$ cat src/rtl/datapath_pkg.sv
// Shared definitions for the matrix load/store sequencer: load/store encodings,
// the queued op payload and the sequencer state type.
package datapath_pkg;

    // Widest address/stride a queued op can carry; WORD_W of the sequencer must not exceed it.
    localparam int OP_WORD_W = 32;

    localparam logic [1:0] LS_LOAD  = 2'b01;
    localparam logic [1:0] LS_STORE = 2'b10;

    typedef struct packed {
        logic [1:0]           ls;
        logic [3:0]           rd;
        logic [OP_WORD_W-1:0] addr0;
        logic [OP_WORD_W-1:0] stride;
    } matrix_ls_op_t;

    typedef enum logic [1:0] {
        ST_IDLE  = 2'd0,
        ST_ISSUE = 2'd1,
        ST_DONE  = 2'd2
    } seq_state_e;

    function automatic logic ls_is_legal(input logic [1:0] ls);
        return (ls == LS_LOAD) || (ls == LS_STORE);
    endfunction

endpackage

$ cat src/rtl/matrix_ls_seq_if.sv
// Issue-side and scratchpad-side signals of the matrix load/store sequencer.
// The slave modport is the sequencer; the master modport is whoever drives it.
interface matrix_ls_seq_if #(
    parameter int ROWS   = 4,
    parameter int WORD_W = 32
);
    localparam int ROW_W = $clog2(ROWS);

    logic              enable;
    logic [1:0]        ls_in;
    logic [3:0]        rd_in;
    logic [3:0]        rs_in;
    logic [WORD_W-1:0] base_in;
    logic [WORD_W-1:0] stride_in;
    logic [10:0]       imm_in;
    logic              op_ready;
    logic              mhit;
    logic              req_valid;
    logic [1:0]        req_ls;
    logic [WORD_W-1:0] req_addr;
    logic [3:0]        req_mreg;
    logic [ROW_W-1:0]  req_row;
    logic              done;
    logic [3:0]        done_mreg;
    logic              busy;
    logic              illegal;

    modport slave (
        input  enable, ls_in, rd_in, rs_in, base_in, stride_in, imm_in, mhit,
        output op_ready, req_valid, req_ls, req_addr, req_mreg, req_row,
               done, done_mreg, busy, illegal
    );

    modport master (
        output enable, ls_in, rd_in, rs_in, base_in, stride_in, imm_in, mhit,
        input  op_ready, req_valid, req_ls, req_addr, req_mreg, req_row,
               done, done_mreg, busy, illegal
    );

endinterface

$ cat src/rtl/matrix_ls_fifo.sv
// Op queue for the matrix load/store sequencer: QDEPTH entries, head visible
// combinationally, push refused when full and pop ignored when empty.
module matrix_ls_fifo
    import datapath_pkg::*;
#(
    parameter int QDEPTH = 2
) (
    input  logic          CLK,
    input  logic          nRST,
    input  logic          push,
    input  matrix_ls_op_t push_data,
    input  logic          pop,
    output matrix_ls_op_t head,
    output logic          empty,
    output logic          full
);
    localparam int PTR_W = (QDEPTH > 1) ? $clog2(QDEPTH) : 1;
    localparam int CNT_W = PTR_W + 1;
    localparam logic [CNT_W-1:0] FULL_CNT = CNT_W'(QDEPTH);

    logic [PTR_W-1:0] wr_ptr_q, wr_ptr_d;
    logic [PTR_W-1:0] rd_ptr_q, rd_ptr_d;
    logic [CNT_W-1:0] count_q, count_d;
    logic             push_ok;
    logic             pop_ok;

    matrix_ls_op_t mem_q [QDEPTH];

    assign empty   = (count_q == '0);
    assign full    = (count_q == FULL_CNT);
    assign push_ok = push && !full;
    assign pop_ok  = pop && !empty;
    assign head    = mem_q[rd_ptr_q];

    // QDEPTH is a power of two, so the pointers wrap by plain overflow.
    always_comb begin
        wr_ptr_d = wr_ptr_q + PTR_W'(push_ok);
        rd_ptr_d = rd_ptr_q + PTR_W'(pop_ok);
        count_d  = count_q + CNT_W'(push_ok) - CNT_W'(pop_ok);
    end

    always_ff @(posedge CLK or negedge nRST) begin
        if (!nRST) begin
            wr_ptr_q <= '0;
            rd_ptr_q <= '0;
            count_q  <= '0;
        end else begin
            wr_ptr_q <= wr_ptr_d;
            rd_ptr_q <= rd_ptr_d;
            count_q  <= count_d;
        end
    end

    always_ff @(posedge CLK) begin
        if (push_ok) begin
            mem_q[wr_ptr_q] <= push_data;
        end
    end

endmodule

$ cat src/rtl/matrix_ls_seq.sv
// Matrix load/store sequencer: queues accepted ops and issues ROWS row requests
// per op to the scratchpad, one per mhit, then pulses done.
module matrix_ls_seq
    import datapath_pkg::*;
#(
    parameter int ROWS   = 4,
    parameter int QDEPTH = 2,
    parameter int WORD_W = 32
) (
    input  logic           CLK,
    input  logic           nRST,
    matrix_ls_seq_if.slave bus
);
    localparam int ROW_W = $clog2(ROWS);
    localparam logic [ROW_W-1:0] LAST_ROW = ROW_W'(ROWS - 1);

    logic              ls_legal;
    logic              accept;
    logic              fifo_empty;
    logic              fifo_full;
    logic              pop;
    logic [WORD_W-1:0] imm_ext;
    matrix_ls_op_t     op_in;
    matrix_ls_op_t     head;
    logic              unused_rs;

    seq_state_e        state_q, state_d;
    logic [ROW_W-1:0]  row_q, row_d;
    logic [WORD_W-1:0] addr_q, addr_d;
    logic [WORD_W-1:0] stride_q, stride_d;
    logic [1:0]        ls_q, ls_d;
    logic [3:0]        mreg_q, mreg_d;
    logic              req_valid_q, req_valid_d;
    logic              done_q, done_d;
    logic [3:0]        done_mreg_q, done_mreg_d;
    logic              illegal_q, illegal_d;

    // The base register index is only meaningful to the issue stage.
    assign unused_rs = ^bus.rs_in;

    assign ls_legal  = ls_is_legal(bus.ls_in);
    assign accept    = bus.enable && !fifo_full && ls_legal;
    assign illegal_d = bus.enable && !fifo_full && !ls_legal;
    assign imm_ext   = {{(WORD_W-11){bus.imm_in[10]}}, bus.imm_in};

    always_comb begin
        op_in        = '0;
        op_in.ls     = bus.ls_in;
        op_in.rd     = bus.rd_in;
        op_in.addr0  = OP_WORD_W'(bus.base_in + imm_ext);
        op_in.stride = OP_WORD_W'(bus.stride_in);
    end

    matrix_ls_fifo #(
        .QDEPTH (QDEPTH)
    ) u_fifo (
        .CLK       (CLK),
        .nRST      (nRST),
        .push      (accept),
        .push_data (op_in),
        .pop       (pop),
        .head      (head),
        .empty     (fifo_empty),
        .full      (fifo_full)
    );

    // addr_q is the live row address; each accepted row adds the stride to it.
    always_comb begin
        state_d     = state_q;
        row_d       = row_q;
        addr_d      = addr_q;
        stride_d    = stride_q;
        ls_d        = ls_q;
        mreg_d      = mreg_q;
        req_valid_d = req_valid_q;
        done_d      = 1'b0;
        done_mreg_d = done_mreg_q;
        pop         = 1'b0;

        case (state_q)
            ST_IDLE: begin
                if (!fifo_empty) begin
                    pop         = 1'b1;
                    state_d     = ST_ISSUE;
                    row_d       = '0;
                    addr_d      = WORD_W'(head.addr0);
                    stride_d    = WORD_W'(head.stride);
                    ls_d        = head.ls;
                    mreg_d      = head.rd;
                    req_valid_d = 1'b1;
                end
            end
            ST_ISSUE: begin
                if (bus.mhit) begin
                    if (row_q == LAST_ROW) begin
                        state_d     = ST_DONE;
                        req_valid_d = 1'b0;
                        done_d      = 1'b1;
                        done_mreg_d = mreg_q;
                    end else begin
                        row_d  = row_q + 1'b1;
                        addr_d = addr_q + stride_q;
                    end
                end
            end
            ST_DONE: begin
                state_d = ST_IDLE;
            end
            default: begin
                state_d     = ST_IDLE;
                req_valid_d = 1'b0;
            end
        endcase
    end

    always_ff @(posedge CLK or negedge nRST) begin
        if (!nRST) begin
            state_q     <= ST_IDLE;
            row_q       <= '0;
            addr_q      <= '0;
            stride_q    <= '0;
            ls_q        <= '0;
            mreg_q      <= '0;
            req_valid_q <= 1'b0;
            done_q      <= 1'b0;
            done_mreg_q <= '0;
            illegal_q   <= 1'b0;
        end else begin
            state_q     <= state_d;
            row_q       <= row_d;
            addr_q      <= addr_d;
            stride_q    <= stride_d;
            ls_q        <= ls_d;
            mreg_q      <= mreg_d;
            req_valid_q <= req_valid_d;
            done_q      <= done_d;
            done_mreg_q <= done_mreg_d;
            illegal_q   <= illegal_d;
        end
    end

    assign bus.op_ready  = !fifo_full;
    assign bus.req_valid = req_valid_q;
    assign bus.req_ls    = ls_q;
    assign bus.req_addr  = addr_q;
    assign bus.req_mreg  = mreg_q;
    assign bus.req_row   = row_q;
    assign bus.done      = done_q;
    assign bus.done_mreg = done_mreg_q;
    assign bus.illegal   = illegal_q;
    assign bus.busy      = !fifo_empty || (state_q != ST_IDLE);

endmodule

$ cat src/flat_wrapper.sv
// flat-port wrapper written by rule: the top's interface ports become plain ports
module matrix_ls_seq_flat import datapath_pkg::*;
#(
    parameter int ROWS   = 4,
    parameter int QDEPTH = 2,
    parameter int WORD_W = 32
)
  (CLK, nRST, bus_enable, bus_ls_in, bus_rd_in, bus_rs_in, bus_base_in, bus_stride_in, bus_imm_in, bus_mhit, bus_op_ready, bus_req_valid, bus_req_ls, bus_req_addr, bus_req_mreg, bus_req_row, bus_done, bus_done_mreg, bus_busy, bus_illegal);
  matrix_ls_seq_if #(.ROWS(ROWS), .WORD_W(WORD_W)) bus_i ();
  input  logic CLK;
  input  logic nRST;
  input wire logic [$bits(bus_i.enable)-1:0] bus_enable;
  input wire logic [$bits(bus_i.ls_in)-1:0] bus_ls_in;
  input wire logic [$bits(bus_i.rd_in)-1:0] bus_rd_in;
  input wire logic [$bits(bus_i.rs_in)-1:0] bus_rs_in;
  input wire logic [$bits(bus_i.base_in)-1:0] bus_base_in;
  input wire logic [$bits(bus_i.stride_in)-1:0] bus_stride_in;
  input wire logic [$bits(bus_i.imm_in)-1:0] bus_imm_in;
  input wire logic [$bits(bus_i.mhit)-1:0] bus_mhit;
  output wire logic [$bits(bus_i.op_ready)-1:0] bus_op_ready;
  output wire logic [$bits(bus_i.req_valid)-1:0] bus_req_valid;
  output wire logic [$bits(bus_i.req_ls)-1:0] bus_req_ls;
  output wire logic [$bits(bus_i.req_addr)-1:0] bus_req_addr;
  output wire logic [$bits(bus_i.req_mreg)-1:0] bus_req_mreg;
  output wire logic [$bits(bus_i.req_row)-1:0] bus_req_row;
  output wire logic [$bits(bus_i.done)-1:0] bus_done;
  output wire logic [$bits(bus_i.done_mreg)-1:0] bus_done_mreg;
  output wire logic [$bits(bus_i.busy)-1:0] bus_busy;
  output wire logic [$bits(bus_i.illegal)-1:0] bus_illegal;
  assign bus_i.enable = bus_enable;
  assign bus_i.ls_in = bus_ls_in;
  assign bus_i.rd_in = bus_rd_in;
  assign bus_i.rs_in = bus_rs_in;
  assign bus_i.base_in = bus_base_in;
  assign bus_i.stride_in = bus_stride_in;
  assign bus_i.imm_in = bus_imm_in;
  assign bus_i.mhit = bus_mhit;
  assign bus_op_ready = bus_i.op_ready;
  assign bus_req_valid = bus_i.req_valid;
  assign bus_req_ls = bus_i.req_ls;
  assign bus_req_addr = bus_i.req_addr;
  assign bus_req_mreg = bus_i.req_mreg;
  assign bus_req_row = bus_i.req_row;
  assign bus_done = bus_i.done;
  assign bus_done_mreg = bus_i.done_mreg;
  assign bus_busy = bus_i.busy;
  assign bus_illegal = bus_i.illegal;
  matrix_ls_seq #(.ROWS(ROWS), .QDEPTH(QDEPTH), .WORD_W(WORD_W)) u_core (.CLK(CLK), .nRST(nRST), .bus(bus_i));
endmodule
$ cat config.mk
export PLATFORM = sky130hd
export DESIGN_NAME = matrix_ls_seq_flat
export DESIGN_NICKNAME = d
export VERILOG_FILES = /design/src/rtl/datapath_pkg.sv /design/src/rtl/matrix_ls_seq_if.sv /design/src/rtl/matrix_ls_fifo.sv /design/src/rtl/matrix_ls_seq.sv /design/src/flat_wrapper.sv
export SDC_FILE = /design/constraint.sdc
export NUM_CORES = 1
export LEC_CHECK = 0
export BUFFER_PORTS_ARGS = -buffer_cell sky130_fd_sc_hd__buf_2
export CORE_MARGIN = 2
export CORE_UTILIZATION = 63
export CTS_CLUSTER_DIAMETER = 100
export DETAILED_ROUTE_END_ITERATION = 16
export PLACE_DENSITY = 0.88
export SLEW_MARGIN = 5
export SYNTH_ARGS = -nofsm -noshare
export SYNTH_HDL_FRONTEND = slang
export SYNTH_SLANG_ARGS = --single-unit
$ cat constraint.sdc
create_clock -name CLK -period 8.28 [get_ports CLK]
set_input_delay 1.242 -clock CLK [delete_from_list [all_inputs] [get_ports CLK]]
set_output_delay 1.242 -clock CLK [all_outputs]
set_load 0.005 [all_outputs]
==> results.txt <==
----------------------------------------------------
[Clock network]
  Clock root buffer ... clkbuf_16
  Post-CTS setup repair buffer count ... 0
  Worst-Skew Late Latency ... 510 ps
  H-tree depth ... 1
  Number of buffers created by CTS ... 22
  Number of gates resized after CTS ... 0
  Bufs on Longest Clock Path ... 3
  Worst-path clk slew ... 60 ps
  Clock tree from TritonCTS ... done
  CTS Sinks ... 225
  Hold-fix buffers, CTS ... 0

[Drt]
  Initial DRC Count ... roughly 660
  Vias after detailed routing ... 8501
  Vias per std cell ... 6.12
  Antenna viol nets, final ... 0
  DR DRC count ... 0
  Number of iterations in the first detailed-routing pass ... 8
  Post-DR wirelength/cell ... 18.3 um
  Total wire length ... around 25000 um

[Global routing]
  Wire length of the first global-routing pass ... 41300 um
  Total track usage ... 0.261
  Global-route congestion overflow total ... 0
  Largest net degree at the start of global routing ... 80
  Number of antenna violations at the first check in global routing ... 0
  Vias in the first global route ... 8334

[Synthesis]
  Count of different cell masters after synthesis ... 62
  Syn_area_per_cell ... around 11 sq um
  Netlist area before placement ... between 10000 and 15000 sq um
  Flops & latches, synth ... 225
  Most common flop cell mapped by yosys ... edfxtp_1
  Net count after synthesis ... around 1200
  Synthesized instance count ... a little over 1000
  Post-synthesis sequential area ratio ... 0.547
  Number of enable-type register cells in the synthesized netlist ... 140
  Fraction of registers with async set or reset after synthesis ... 0.378
  Synth Warn # ... 0

[Timing]
  Time the worst path needs with I/O delays and setup ... 3650 ps
  Number of setup violations in the final report ... 0
  Endpoints failing hold ... 0
  Worst clock skew on the final layout ... 13.8 ps
  Total negative setup slack ... 0 ps
  Final Hold Slack ... between 400 and 500 ps
  Number of max-slew violations in the final report ... 0
  Crit share post-route ... 0.441
  RSZ-0062 raised after global routing ... no
  Relative slew slack ... 0.317
  Transition time of the tightest slew-check pin ... 1020 ps
  Upper clock frequency limit ... roughly 0.27 GHz

[Die]
  Full die area ... slightly below 20000 sq um
  Row Count ... 49
  Die width ... ~140 um
  Starting Density ... 0.644
  Boundary Pins ... 138
  DIE HEIGHT ... 140 um
  Core region area ... 18000 sq um

[Worst hold path]
  Worst Min Path Start ... u_core.bus.req_ls[0]$_DFFE_PN0P_
  Cells on Worst Hold Path ... 2
  Classification of the worst-slack hold path ... reg2reg

[Pwr]
  Clock Power Share ... 0.197
  Power per cell area ... 382 nW/um^2
  Fraction of power consumed by sequential logic ... 0.352
  Sw Pwr ... 1990 uW
  Part of the total power dissipated in combinational logic ... 0.451
  Reported leakage power ... 0.00575 uW
  Largest vdd supply drop ... between 0.0003 and 0.0004 V
  Switching part of the total power ... 0.396
  Total power draw ... 5020 uW
  Internal power consumption ... 3030 uW

[Placed design]
  Final HPWL from detailed placement ... 17500 um
  PortBufs ... 133
  Post-Place Cell Area ... 12400 sq um
  Final GP Congestion ... 0.890

[Finish]
  Proportion of layout cells with a drive suffix above 1 ... 0.163
  Register area ... about 6300 sq um
  Net count of the finished layout ... about 1300
  Most frequent cells in the layout ... edfxtp_1 (140), buf_2 (132), a21oi_1 (96), nand2_1 (96), o21ai_0 (95)
  Total area of multi-input combinational cells ... 5040 sq um
  Most frequent standard cell in the layout excluding fill and tap cells ... edfxtp_1
  Antenna cell count ... 0
  Final design area excluding fillers ... roughly 13000 sq um
  Final core occ ... 0.733
  Fillers ... 1206
  Area Overhead vs Synth ... 13.8%

[Critical path]
  Startpoint of the worst-slack reg-to-reg timing path ... u_core.bus.req_addr[0]$_DFFE_PN0P_
  Data required time at the worst endpoint ... 8570 ps
  Data arrival, critical path ... 3940 ps
  Capturing element type of the critical path ... flip-flop
  Kind of start point of the critical path ... primary input
  Setup CP Type ... in2reg
  Critical path origin ... bus_imm_in[10]
  Crit path max fanout ... 22
  Worst reg-to-reg path cell count ... 10

[Outcome]
  Run status ... finished clean

[Flow run]
  Number of maximum-capacitance violations ... 0

----------------------------------------------------
-- cells in the mapped netlist (3+ instances only) --
cell type / count / area (sq um)
ha_1: 67 / 838
nand4_1: 6 / 37.5
buf_1: 6 / 22.5
and2_1: 4 / 25.0
a211oi_1: 6 / 45.0
a311oi_1: 3 / 26.3
inv_1: 20 / 75.1
nor3_1: 16 / 80.1
dfrtp_1: 85 / 2130
o21bai_1: 7 / 52.6
o211ai_1: 5 / 37.5
or3_1: 7 / 43.8
nand2b_1: 7 / 43.8
nand2_1: 96 / 360
a31oi_1: 8 / 50.1
a21o_1: 38 / 285
nand3_1: 17 / 85.1
nor2_1: 57 / 214
mux2_2: 4 / 45.0
xnor2_1: 37 / 324
clkbuf_1: 36 / 135
a21oi_2: 3 / 26.3
a2111oi_0: 3 / 26.3
a21oi_1: 96 / 480
xor2_1: 20 / 175
nor2b_1: 11 / 68.8
o21ai_1: 7 / 35.0
and3_1: 6 / 37.5
edfxtp_1: 140 / 4200
mux2i_1: 70 / 701
o21ai_0: 95 / 475
-- through the flow --
stage | setup WS (ps) | instances
floorplan | 4550 | 1025
global placement | 4230 | 1350
detailed placement | 4170 | 1350
CTS | 4670 | 1390
global route | 4490 | 1390
finish | 4630 | 1390
-- sequential cells by signal (all words and copies together) (netlist names) --
signal                  cells
u_core.u_fifo.mem_q       140
u_core.bus.req_addr        32
u_core.stride_q            32
u_core.bus.done_mreg        4
u_core.bus.req_mreg         4
u_core.bus.req_ls           2
u_core.bus.req_row          2
u_core.state_q              2
u_core.u_fifo.count_q       2
u_core.bus.done             1
u_core.bus.illegal          1
u_core.bus.req_valid        1
u_core.u_fifo.rd_ptr_q      1
u_core.u_fifo.wr_ptr_q      1
-- per-layer routing --
metal	GRT usage	up-vias	routed length (um)
met1	0.350	4093	10700
met4	0.0691	0	495
met3	0.0382	50	1690
li1	-	4039	-
met5	0	-	0
met2	0.451	319	12600
-- worst max-delay path: stages --
cell	delay (ps)
buf_2	370
ha_1	400
a21o_1	210
a21o_1	160
a21oi_1	160
a21oi_1	120
o21bai_1	220
a2111oi_0	560
nor2_1	160
o211ai_1	320
-- power groups by stage --
stage / clock network, uW / registers [uW] / logic, uW
6_report: 992 / 1770 / 2270
5_1_grt: 1040 / 1790 / 2500
4_1_cts: 1000 / 1760 / 2250
3_5_place_dp: 0 / 1780 / 2210
3_3_place_gp: 0 / 1760 / 2120
2_1_floorplan: 0 / 1690 / 1650
-- kinds of logic after synthesis --
kind of cell,share of synthesized area
xor gates and xnor gates,0.0431
DFF,0.547
and+or+nand+nor,0.0955
muxes,0.0654
AOI/OAI and AO/OA,0.152
buffers and inverters,0.0211
adders and majority gates,0.0759
-- cell type report --
cell class | instances | share of cell area
multi-input combinational | 737 | 0.383
sequential | 225 | 0.481
timing repair buffer | 139 | 0.0542
clock inverter | 11 | 0.00789
inverter | 20 | 0.00570
tap | 229 | 0.0218
clock buffer | 29 | 0.0469
-- final timing paths --
kind                                                              to  slack [ps]
max in group asynchronous           u_core.u_fifo.rd_ptr_q$_DFF_PN0_        6460
min in group asynchronous           u_core.bus.req_ls[1]$_DFFE_PN0P_         630
worst max-delay path            u_core.u_fifo.mem_q[1][57]$_DFFE_PP_        4630
worst min register to register      u_core.bus.req_ls[0]$_DFFE_PN0P_         490
worst max register to register   u_core.bus.req_addr[24]$_DFFE_PN0P_        5290
worst min-delay path                u_core.bus.req_ls[0]$_DFFE_PN0P_         490
Power figures use the tool's default switching activity.
